--- src/rtl/common.sv ---
// Shared core definitions: ALU function encoding used by the execute stage.
package common;

  typedef enum logic [3:0] {
    FUNC_ADD   = 4'd0,
    FUNC_SUB   = 4'd1,
    FUNC_AND   = 4'd2,
    FUNC_OR    = 4'd3,
    FUNC_XOR   = 4'd4,
    FUNC_SLL   = 4'd5,
    FUNC_SRL   = 4'd6,
    FUNC_SRA   = 4'd7,
    FUNC_SLT   = 4'd8,
    FUNC_SLTU  = 4'd9,
    FUNC_PASSB = 4'd10
  } func_t;

endpackage

--- src/rtl/stage_ex_pipe.sv ---
// Execute stage: 1-cycle ALU, MUL_STAGES-deep pipelined multiplier, single output register.
// Optional STAGE_EX_MULH_EN adds in_mul_high / in_mul_signed for upper-half products.
module stage_ex_pipe
  import common::*;
#(
  parameter int unsigned WORD_W     = 32,
  parameter int unsigned MUL_STAGES = 3,
  parameter int unsigned THREAD_W   = 2,
  parameter int unsigned REG_W      = 5
) (
  input  logic                clk,
  input  logic                rst,
  input  logic                in_valid,
  output logic                in_ready,
  input  logic [THREAD_W-1:0] in_thread,
  input  logic [REG_W-1:0]    in_dst,
  input  logic [WORD_W-1:0]   in_pc,
  input  logic [WORD_W-1:0]   in_r1,
  input  logic [WORD_W-1:0]   in_r2,
  input  logic [WORD_W-1:0]   in_imm,
  input  logic                in_sel_a,
  input  logic                in_sel_b,
  input  func_t               in_alu_func,
  input  logic                in_is_mul,
`ifdef STAGE_EX_MULH_EN
  input  logic                in_mul_high,
  input  logic                in_mul_signed,
`endif
  input  logic                flush,
  output logic                out_valid,
  input  logic                out_ready,
  output logic [THREAD_W-1:0] out_thread,
  output logic [REG_W-1:0]    out_dst,
  output logic [WORD_W-1:0]   out_pc,
  output logic [WORD_W-1:0]   out_data,
  output logic                out_isequal,
  output logic                out_is_mul,
  output logic                busy
);

  localparam int unsigned CNT_W = (MUL_STAGES > 1) ? $clog2(MUL_STAGES) : 1;
  localparam int unsigned SH_W  = $clog2(WORD_W);
  localparam bit          MUL_PIPED = (MUL_STAGES > 1);

  typedef enum logic {
    ST_IDLE = 1'b0,
    ST_MUL  = 1'b1
  } state_t;

  state_t              r_state;
  state_t              w_state_nxt;
  logic [CNT_W-1:0]    r_cnt;
  logic [CNT_W-1:0]    w_cnt_nxt;
  logic                w_accept;
  logic                w_wr_op;
  logic                w_wr_mul;
  logic [WORD_W-1:0]   w_op_a;
  logic [WORD_W-1:0]   w_op_b;
  logic [WORD_W-1:0]   w_alu_res;
  logic [WORD_W-1:0]   w_mul_res;
  logic [WORD_W-1:0]   w_mul_tail;
  logic [WORD_W-1:0]   w_op_res;
  logic                w_iseq;

  logic [THREAD_W-1:0] r_mul_thread;
  logic [REG_W-1:0]    r_mul_dst;
  logic [WORD_W-1:0]   r_mul_pc;
  logic                r_mul_iseq;

  logic                r_out_valid;
  logic [THREAD_W-1:0] r_out_thread;
  logic [REG_W-1:0]    r_out_dst;
  logic [WORD_W-1:0]   r_out_pc;
  logic [WORD_W-1:0]   r_out_data;
  logic                r_out_isequal;
  logic                r_out_is_mul;

  // Ready only when idle and the output slot is free or draining; flush blocks intake.
  assign in_ready = (r_state == ST_IDLE) && (!r_out_valid || out_ready) && !flush;
  assign w_accept = in_valid && in_ready;
  assign w_iseq   = (in_r1 == in_r2);

  always_comb begin
    w_op_a    = in_sel_a ? in_pc  : in_r1;
    w_op_b    = in_sel_b ? in_imm : in_r2;
    w_alu_res = '0;
    case (in_alu_func)
      FUNC_ADD:   w_alu_res = w_op_a + w_op_b;
      FUNC_SUB:   w_alu_res = w_op_a - w_op_b;
      FUNC_AND:   w_alu_res = w_op_a & w_op_b;
      FUNC_OR:    w_alu_res = w_op_a | w_op_b;
      FUNC_XOR:   w_alu_res = w_op_a ^ w_op_b;
      FUNC_SLL:   w_alu_res = w_op_a << w_op_b[SH_W-1:0];
      FUNC_SRL:   w_alu_res = w_op_a >> w_op_b[SH_W-1:0];
      FUNC_SRA:   w_alu_res = WORD_W'($signed(w_op_a) >>> w_op_b[SH_W-1:0]);
      FUNC_SLT:   w_alu_res = WORD_W'($signed(w_op_a) < $signed(w_op_b));
      FUNC_SLTU:  w_alu_res = WORD_W'(w_op_a < w_op_b);
      FUNC_PASSB: w_alu_res = w_op_b;
      default:    w_alu_res = '0;
    endcase
  end

`ifdef STAGE_EX_MULH_EN
  logic [2*WORD_W-1:0] w_mul_a;
  logic [2*WORD_W-1:0] w_mul_b;
  logic [2*WORD_W-1:0] w_mul_full;

  // Extending both operands to 2*WORD_W makes the truncated product correct for either signedness.
  always_comb begin
    w_mul_a    = in_mul_signed ? {{WORD_W{in_r1[WORD_W-1]}}, in_r1} : {{WORD_W{1'b0}}, in_r1};
    w_mul_b    = in_mul_signed ? {{WORD_W{in_r2[WORD_W-1]}}, in_r2} : {{WORD_W{1'b0}}, in_r2};
    w_mul_full = w_mul_a * w_mul_b;
    w_mul_res  = in_mul_high ? w_mul_full[2*WORD_W-1:WORD_W] : w_mul_full[WORD_W-1:0];
  end
`else
  assign w_mul_res = in_r1 * in_r2;
`endif

  assign w_op_res = (in_is_mul && !MUL_PIPED) ? w_mul_res : w_alu_res;

  generate
    if (MUL_STAGES > 1) begin : g_pipe
      logic [MUL_STAGES-1:0][WORD_W-1:0] r_pipe;
      logic [WORD_W-1:0]                 w_stage0;

      // Stage 0 holds the product captured at accept; later stages shift every cycle.
      assign w_stage0 = (w_accept && in_is_mul) ? w_mul_res : r_pipe[0];

      always_ff @(posedge clk) begin
        r_pipe <= {r_pipe[MUL_STAGES-2:0], w_stage0};
      end

      assign w_mul_tail = r_pipe[MUL_STAGES-1];
    end else begin : g_nopipe
      assign w_mul_tail = w_mul_res;
    end
  endgenerate

  always_ff @(posedge clk or negedge rst) begin
    if (!rst) begin
      r_state <= ST_IDLE;
      r_cnt   <= '0;
    end else begin
      r_state <= w_state_nxt;
      r_cnt   <= w_cnt_nxt;
    end
  end

  // Next-state: flush wins over accept and completion.
  always_comb begin
    w_state_nxt = r_state;
    w_cnt_nxt   = r_cnt;
    w_wr_op     = 1'b0;
    w_wr_mul    = 1'b0;
    if (flush) begin
      w_state_nxt = ST_IDLE;
      w_cnt_nxt   = '0;
    end else begin
      case (r_state)
        ST_IDLE: begin
          if (w_accept) begin
            if (in_is_mul && MUL_PIPED) begin
              w_state_nxt = ST_MUL;
              w_cnt_nxt   = CNT_W'(MUL_STAGES - 1);
            end else begin
              w_wr_op = 1'b1;
            end
          end
        end
        ST_MUL: begin
          if (r_cnt == '0) begin
            w_wr_mul    = 1'b1;
            w_state_nxt = ST_IDLE;
          end else begin
            w_cnt_nxt = r_cnt - CNT_W'(1);
          end
        end
        default: w_state_nxt = ST_IDLE;
      endcase
    end
  end

  always_ff @(posedge clk or negedge rst) begin
    if (!rst) begin
      r_mul_thread <= '0;
      r_mul_dst    <= '0;
      r_mul_pc     <= '0;
      r_mul_iseq   <= 1'b0;
    end else if (w_accept && in_is_mul) begin
      r_mul_thread <= in_thread;
      r_mul_dst    <= in_dst;
      r_mul_pc     <= in_pc;
      r_mul_iseq   <= w_iseq;
    end
  end

  // Output register: data only changes on a write, so it holds while stalled.
  always_ff @(posedge clk or negedge rst) begin
    if (!rst) begin
      r_out_valid   <= 1'b0;
      r_out_thread  <= '0;
      r_out_dst     <= '0;
      r_out_pc      <= '0;
      r_out_data    <= '0;
      r_out_isequal <= 1'b0;
      r_out_is_mul  <= 1'b0;
    end else if (flush) begin
      r_out_valid <= 1'b0;
    end else if (w_wr_op) begin
      r_out_valid   <= 1'b1;
      r_out_thread  <= in_thread;
      r_out_dst     <= in_dst;
      r_out_pc      <= in_pc;
      r_out_data    <= w_op_res;
      r_out_isequal <= w_iseq;
      r_out_is_mul  <= in_is_mul;
    end else if (w_wr_mul) begin
      r_out_valid   <= 1'b1;
      r_out_thread  <= r_mul_thread;
      r_out_dst     <= r_mul_dst;
      r_out_pc      <= r_mul_pc;
      r_out_data    <= w_mul_tail;
      r_out_isequal <= r_mul_iseq;
      r_out_is_mul  <= 1'b1;
    end else if (out_ready) begin
      r_out_valid <= 1'b0;
    end
  end

  assign out_valid   = r_out_valid;
  assign out_thread  = r_out_thread;
  assign out_dst     = r_out_dst;
  assign out_pc      = r_out_pc;
  assign out_data    = r_out_data;
  assign out_isequal = r_out_isequal;
  assign out_is_mul  = r_out_is_mul;
  assign busy        = (r_state == ST_MUL);

endmodule

--- config.mk ---
export PLATFORM = sky130hd
export DESIGN_NAME = stage_ex_pipe
export DESIGN_NICKNAME = d
export VERILOG_FILES = /design/src/rtl/common.sv /design/src/rtl/stage_ex_pipe.sv
export SDC_FILE = /design/constraint.sdc
export NUM_CORES = 2
export LEC_CHECK = 0
export CELL_PAD_IN_SITES_DETAIL_PLACEMENT = 1
export CELL_PAD_IN_SITES_GLOBAL_PLACEMENT = 1
export CORE_MARGIN = 5
export CORE_UTILIZATION = 43
export DETAILED_ROUTE_END_ITERATION = 10
export PLACE_DENSITY = 0.8
export SLEW_MARGIN = 25
export SYNTH_ARGS = -nofsm -noshare
export SYNTH_HDL_FRONTEND = slang
export SYNTH_SLANG_ARGS = --single-unit
--- constraint.sdc ---
create_clock -name clk -period 2.9 [get_ports clk]
set_clock_uncertainty 0.1 [all_clocks]
set_input_delay 0.435 -clock clk [delete_from_list [all_inputs] [get_ports clk]]
set_output_delay 0.435 -clock clk [all_outputs]
set_load 0.05 [all_outputs]
==> results of run 1 <==
-- synthesized netlist by cell type, types with 15 or more instances --
library cell | n | area share (%)
sky130_fd_sc_hd__and2_1 | 273 | 5.2
sky130_fd_sc_hd__nor2_1 | 177 | 2.0
sky130_fd_sc_hd__o21ai_0 | 85 | 1.3
sky130_fd_sc_hd__fa_1 | 410 | 25
sky130_fd_sc_hd__a21oi_1 | 149 | 2.3
sky130_fd_sc_hd__dfxtp_1 | 64 | 3.9
sky130_fd_sc_hd__xor2_1 | 28 | 0.75
sky130_fd_sc_hd__a221oi_1 | 17 | 0.46
sky130_fd_sc_hd__dfrtp_1 | 117 | 9.0
sky130_fd_sc_hd__nand3_1 | 45 | 0.69
sky130_fd_sc_hd__a22oi_1 | 19 | 0.44
sky130_fd_sc_hd__mux2_2 | 64 | 2.2
sky130_fd_sc_hd__o22ai_1 | 38 | 0.73
sky130_fd_sc_hd__mux2i_1 | 164 | 5.0
sky130_fd_sc_hd__a221o_1 | 15 | 0.46
sky130_fd_sc_hd__o31ai_1 | 16 | 0.37
sky130_fd_sc_hd__nand2b_1 | 15 | 0.29
sky130_fd_sc_hd__a211oi_1 | 41 | 0.94
sky130_fd_sc_hd__nor3_1 | 37 | 0.57
sky130_fd_sc_hd__inv_1 | 516 | 5.9
sky130_fd_sc_hd__o21a_1 | 15 | 0.35
sky130_fd_sc_hd__ha_1 | 237 | 9.1
sky130_fd_sc_hd__clkbuf_1 | 204 | 2.3
sky130_fd_sc_hd__buf_2 | 16 | 0.25
sky130_fd_sc_hd__and3_1 | 17 | 0.33
sky130_fd_sc_hd__nand2_1 | 487 | 5.6
sky130_fd_sc_hd__a21o_1 | 27 | 0.62
sky130_fd_sc_hd__edfxtp_1 | 32 | 2.9
sky130_fd_sc_hd__xnor2_1 | 76 | 2.0
sky130_fd_sc_hd__nor2b_1 | 16 | 0.31
sky130_fd_sc_hd__a31oi_1 | 57 | 1.1
sky130_fd_sc_hd__o211ai_1 | 31 | 0.71
sky130_fd_sc_hd__nor4_1 | 20 | 0.38
-- stage by stage --
step           worst slack [ps]  utilization (%)  std cells  setup TNS, ps
4_1_cts                   -3850             61.3       5719        -105400
3_5_place_dp              -5170             56.9       5565        -165650
3_3_place_gp              -4840             56.9       5565        -155910
2_1_floorplan             -4130                -       3747         -96330
-- cells by family after synthesis --
kind of cell,after synthesis,share of synthesized area [%]
mux,246,8.32
flops,213,15.8
simple gates,1144,16.7
compound gates,632,13.1
xor+xnor,104,2.79
fa+ha+maj,647,34.2
buf+inv,761,9.03
-- layer usage --
metal / track usage [%] / overflow
met2: 84.3 / 2
met1: 64.5 / 0
met4: 69.8 / 5
met3: 53.8 / 0
met5: 33.0 / 0
-- repair_timing --
action / 4_1_cts
gates cloned: 12
pin swaps: 206
endpoints found under the hold margin: 44
setup buffers: 101
endpoints found under the setup margin: 61
hold buffers: 1
resized for setup: 545
==> results.txt, run 1 <==
The site row count came out at 101. Summing the sequential cell areas from Yosys gives 15.8% of the chip area. The gate count of the mapped netlist is 3747. Routability-driven placement finished with a final weighted congestion of 1.03.

Synthesis inferred 213 register bits. The die boundary height is 285 µm. The total I/O pin count is 223.

In this run, synthesis inferred 32 flip-flops with an integrated enable. Among all flip-flop cells after synthesis, the most frequent one is sky130_fd_sc_hd__dfrtp_1. The number of antenna violations at the first check in global routing came out at 59. The fraction of registers with async set or reset after synthesis is 54.9%.

The total overflow left after global routing is 7. The first error in the log reads "[ERROR GRT-0232] Routing congestion too high. Check the congestion heatmap in the GUI". It got as far as global routing (5_1_grt) and failed there.

The average cell area after synthesis came out at 8.71 µm². The horizontal die dimension is 285 µm. The placed standard-cell area is 0.0430 mm². The clock net in this run drives a total of 213 sinks. The post-DP HPWL came out at 132 mm. The global-route total usage across every layer is 67.7%. The number of buffer cells added on primary ports is 222. After the last repair the worst path ends at a sequential cell input. The run stopped with a tool error.

The number of distinct library cells after synthesis came out at 85. The number of buffers created by CTS came out at 23. Once the floorplan was initialized, standard cells occupied 43.2% of the core. The mapped cell area is 0.0326 mm². The CTS root buffer is sky130_fd_sc_hd__clkbuf_16. The number of nets in the synthesized netlist is 4541. The pin count of the biggest net entering global routing came out at 77. Yosys printed 0 warnings. In this run the number of H-tree levels came out at 1. No sink is reached through more buffers than the 3 on the longest clock path. The endpoint pin with the least setup slack after global-route repair is g_pipe.r_pipe[31]$_DFFE_PP_/D.
==> inputs of run 2 (changes only) <==
- CELL_PAD_IN_SITES_DETAIL_PLACEMENT: 1 -> default
- CELL_PAD_IN_SITES_GLOBAL_PLACEMENT: 1 -> default
- CORE_UTILIZATION: 43 -> 35
- PLACE_DENSITY: 0.8 -> default
- PLACE_DENSITY_LB_ADDON: default -> 0.15
- clock period: 2.9 -> 3.8 ns (I/O delays scaled with it)
==> run 2 against run 1 <==
Against the previous run:
- the flow now finishes, with violations (setup timing)
- synthesized cell count is the same
- synthesized area stayed put
==> results.txt, run 2 <==
The relative area change from synthesis to final layout came out at 43.4%. Setup repair after global routing could not meet its margin everywhere. The capturing element type of the critical path is a flop.

The clock-pin slew reported for the worst setup and hold paths after clock tree synthesis is 80 ps. The count of endpoints failing setup in the final report came out at 37. The worst path uses 177% of the clock period. The fraction of layout cells with a size suffix above 1 came out at 30.7%.

The dominant combinational cell family by area after synthesis is adder cells (unchanged). The number of synthesized register bits came out at 213 (unchanged). The worst register-to-register path ends at out_data[23]$_DFFE_PN0P_. Entering global routing, the biggest net connects 82 pins. The gate count of the mapped netlist is 3747 (unchanged). The number of buffers created by CTS is 22 (was 23). The upper clock frequency limit came out at 149 MHz. Once detail routing completed, the nets flagged for antenna violations numbered 0. The max-cap check violation count is 0. The number of global-route vias before repair came to 32500. The post-synthesis net count came out at 4541 (unchanged). The die boundary height is 315 µm (was 285 µm). The post-synthesis adder-cell area fraction came out at 34.2% (unchanged). The clock insertion delay at the later pin of the skew report is 530 ps. The final weighted congestion in routability-driven placement was 0.982 (was 1.03).

The mapped cell area was 0.0326 mm² (unchanged). The total via count in the routed design is 31500. Result of the run: complete, but fails checks (was aborted with a tool error). The net count of the finished layout is 5484. The horizontal die dimension came to 315 µm (was 285 µm). TritonCTS built the clock tree. The worst register-to-register path begins at r_cnt[0]$_DFFE_PN0P_. Top cells by instance count after synthesis: sky130_fd_sc_hd__inv_1 (516), sky130_fd_sc_hd__nand2_1 (487), sky130_fd_sc_hd__fa_1 (410), sky130_fd_sc_hd__and2_1 (273), sky130_fd_sc_hd__ha_1 (237) (unchanged).

The residual overflow from global routing is 0. The final-report max-slew violation count is 0. The number of distinct library cells after synthesis is 85 (unchanged). The most instantiated library cell after synthesis is sky130_fd_sc_hd__inv_1 (unchanged). The maximum level of the CTS H-tree came to 1 (unchanged). The global-route total usage across every layer came out at 28.6%.

The register with the most flip-flops in the final layout is g_pipe.r_pipe. The shortest period the worst path allows is 6710 ps. The first-pass iteration count of the detailed router is 6. The largest fanout on the critical path came out at 7. The worst pin sits at a relative slew slack of 40.0%. The post-synthesis share of cell area spent on and, or, nand and nor gates is 16.7% (unchanged). The critical path ends at g_pipe.r_pipe[31]$_DFFE_PP_. The fraction of post-synthesis cell area in the top cell type by area came out at 25.2% (unchanged). The wire length of the first global-routing pass came out at 213 mm. The number of buffer cells added on primary ports came out at 222 (unchanged). The core region is 0.0929 mm². The average cell area after synthesis was 8.71 µm² (unchanged).

The final standard cell utilization of the core came out at 50.4%. The violation count after the first detailed-routing iteration is 2676. The critical path starts at in_r1[12].

The portion of the post-synthesis area used by sequential elements came to 15.8% (unchanged). The number of enable flip-flop cells after synthesis was 32 (unchanged). In the layout the commonest cells are sky130_fd_sc_hd__buf_4 (771), sky130_fd_sc_hd__inv_1 (479), sky130_fd_sc_hd__nand2_1 (477). The synthesized-area fraction occupied by ao, oa, aoi and oai cells is 13.1% (unchanged). The average via count per standard cell is 5.29. After routing the design area is 0.0468 mm². The finished layout holds 5961 standard cells, fillers aside. The worst hold path belongs to the class flop to flop. The critical path in this run is classified as primary input to flop. The data arrival time of the worst path came out at 6890 ps. The checks that failed: setup timing. The fraction of registers with async set or reset after synthesis is 54.9% (unchanged). The placed standard-cell area came to 0.0426 mm² (was 0.0430 mm²). The most instantiated flip-flop cell in the synthesis netlist is sky130_fd_sc_hd__dfrtp_1 (unchanged). Setup slack on the worst reg-to-reg path comes out at 390 ps. The total I/O pin count is 223 (unchanged).

The number of cells on the worst reg-to-reg path came out at 12. The CTS root buffer is sky130_fd_sc_hd__clkbuf_16 (unchanged). The library cell used most frequently in the layout, excluding fill and tap cells, is sky130_fd_sc_hd__buf_4. The final worst hold slack came out at 218 ps. The post-DP HPWL is 116 mm (was 132 mm). The cell accounting for the most synthesized area was sky130_fd_sc_hd__fa_1 (unchanged).

The site row count was 112 (was 101). The number of antenna violations at the first check in global routing is 9. The post-synthesis share of cell area spent on xor and xnor gates came to 2.79% (unchanged). The routed length per placed instance came out at 24.4 µm. The transition time at the pin with the least slew margin came out at 900 ps. The required time at the worst-slack endpoint is 3980 ps.

The maximum root-to-sink buffer count is 3 (unchanged). The slack of the critical path came out at -2910 ps. The multiplexer area fraction after synthesis is 8.32% (unchanged). The remaining design rule violation count is 0. Top post-synthesis cells by area: sky130_fd_sc_hd__fa_1 (25%), sky130_fd_sc_hd__ha_1 (9.1%), sky130_fd_sc_hd__dfrtp_1 (9.0%), sky130_fd_sc_hd__inv_1 (5.9%), sky130_fd_sc_hd__nand2_1 (5.6%) (unchanged). The sum of routed wire length over all layers came out at 145 mm. The warning count from the yosys run came out at 0 (unchanged). The number of sinks driven by the clock tree is 213 (unchanged). STA classifies the critical path startpoint as a primary input. The starting density of the core came out at 35.1% (was 43.2%).

The placed instance count is 5782 (was 5565). The number of flip-flops in the largest register came out at 64. The overall die area is 0.0994 mm². The number of hold violations in the final report was 0.
[run 2: cell families after synthesis]
group,Yosys count
adders and majority gates,647
and+or+nand+nor,1144
DFF,213
AOI/OAI and AO/OA,632
xor gates and xnor gates,104
buffers and inverters,761
muxes,246
[run 2: area by class of cell]
cell class | count | area [µm²]
Sequential cell | 213 | 5170
Multi-Input combinational cell | 2773 | 26700
Tap cell | 1254 | 1570
Clock buffer | 32 | 671
Timing Repair Buffer | 1159 | 10600
Inverter | 521 | 1960
Fill cell | 8796 | 46100
Antenna cell | 1 | 2.50
Clock inverter | 8 | 115
[run 2: timing repair]
| item | in CTS | in global routing |
|---|---|---|
| hold buffers | 1 | 0 |
| setup buffers | 120 | 24 |
| cloned | 11 | 0 |
| resized for setup | 505 | 154 |
| pin swaps | 240 | 132 |
| endpoints found under the hold margin | 16 | 0 |
| setup endpoints to repair | 58 | 54 |
[run 2: layer usage]
metal	up-vias	track usage (%)	wire length (µm)
met5	-	0	29
met1	15900	38.5	61800
met4	4	9.83	6400
met2	1132	47.7	68200
li1	14200	-	-
met3	282	3.68	8890
[run 2: per-stage QoR]
step | setup WS [ps] | setup TNS (ps)
final | -2910 | -57860
after global routing | -3090 | -63010
after CTS | -2950 | -57570
after detailed placement | -4170 | -117400
after global placement | -4090 | -116050
after floorplan | -3370 | -59660
[run 2: worst min-delay path by stage]
stage	startpoint	end	slack, ps	cells after the start
2_1_floorplan	rst	busy$_DFF_PN0_	170	0
3_3_place_gp	g_pipe.r_pipe[63]$_DFF_P_	w_mul_tail[31]$_DFF_P_	210	0
3_5_place_dp	g_pipe.r_pipe[46]$_DFF_P_	w_mul_tail[14]$_DFF_P_	210	0
4_1_cts	g_pipe.r_pipe[62]$_DFF_P_	w_mul_tail[30]$_DFF_P_	220	0
5_1_grt	g_pipe.r_pipe[62]$_DFF_P_	w_mul_tail[30]$_DFF_P_	230	0
6_report	g_pipe.r_pipe[62]$_DFF_P_	w_mul_tail[30]$_DFF_P_	220	0
[run 2: critical path: stages]
cell                      delay, ps
sky130_fd_sc_hd__buf_6          100
sky130_fd_sc_hd__buf_12         140
sky130_fd_sc_hd__and2_4         150
sky130_fd_sc_hd__fa_2           560
sky130_fd_sc_hd__fa_1           430
sky130_fd_sc_hd__fa_1           490
sky130_fd_sc_hd__inv_1           50
sky130_fd_sc_hd__fa_1           570
sky130_fd_sc_hd__inv_2           50
sky130_fd_sc_hd__fa_1           530
sky130_fd_sc_hd__fa_2           450
sky130_fd_sc_hd__fa_2           560
sky130_fd_sc_hd__fa_2           460
sky130_fd_sc_hd__ha_4           180
sky130_fd_sc_hd__a21o_1         150
sky130_fd_sc_hd__a21o_1         160
sky130_fd_sc_hd__a21oi_2        140
sky130_fd_sc_hd__o31ai_2         90
sky130_fd_sc_hd__a21oi_2        170
sky130_fd_sc_hd__o21ai_2        100
sky130_fd_sc_hd__or4b_4         530
sky130_fd_sc_hd__a41oi_2        160
sky130_fd_sc_hd__xnor2_1         80
Power of run 2 is not shown: default switching activity piles up to over one toggle a cycle in this logic, so the estimate is an artifact.
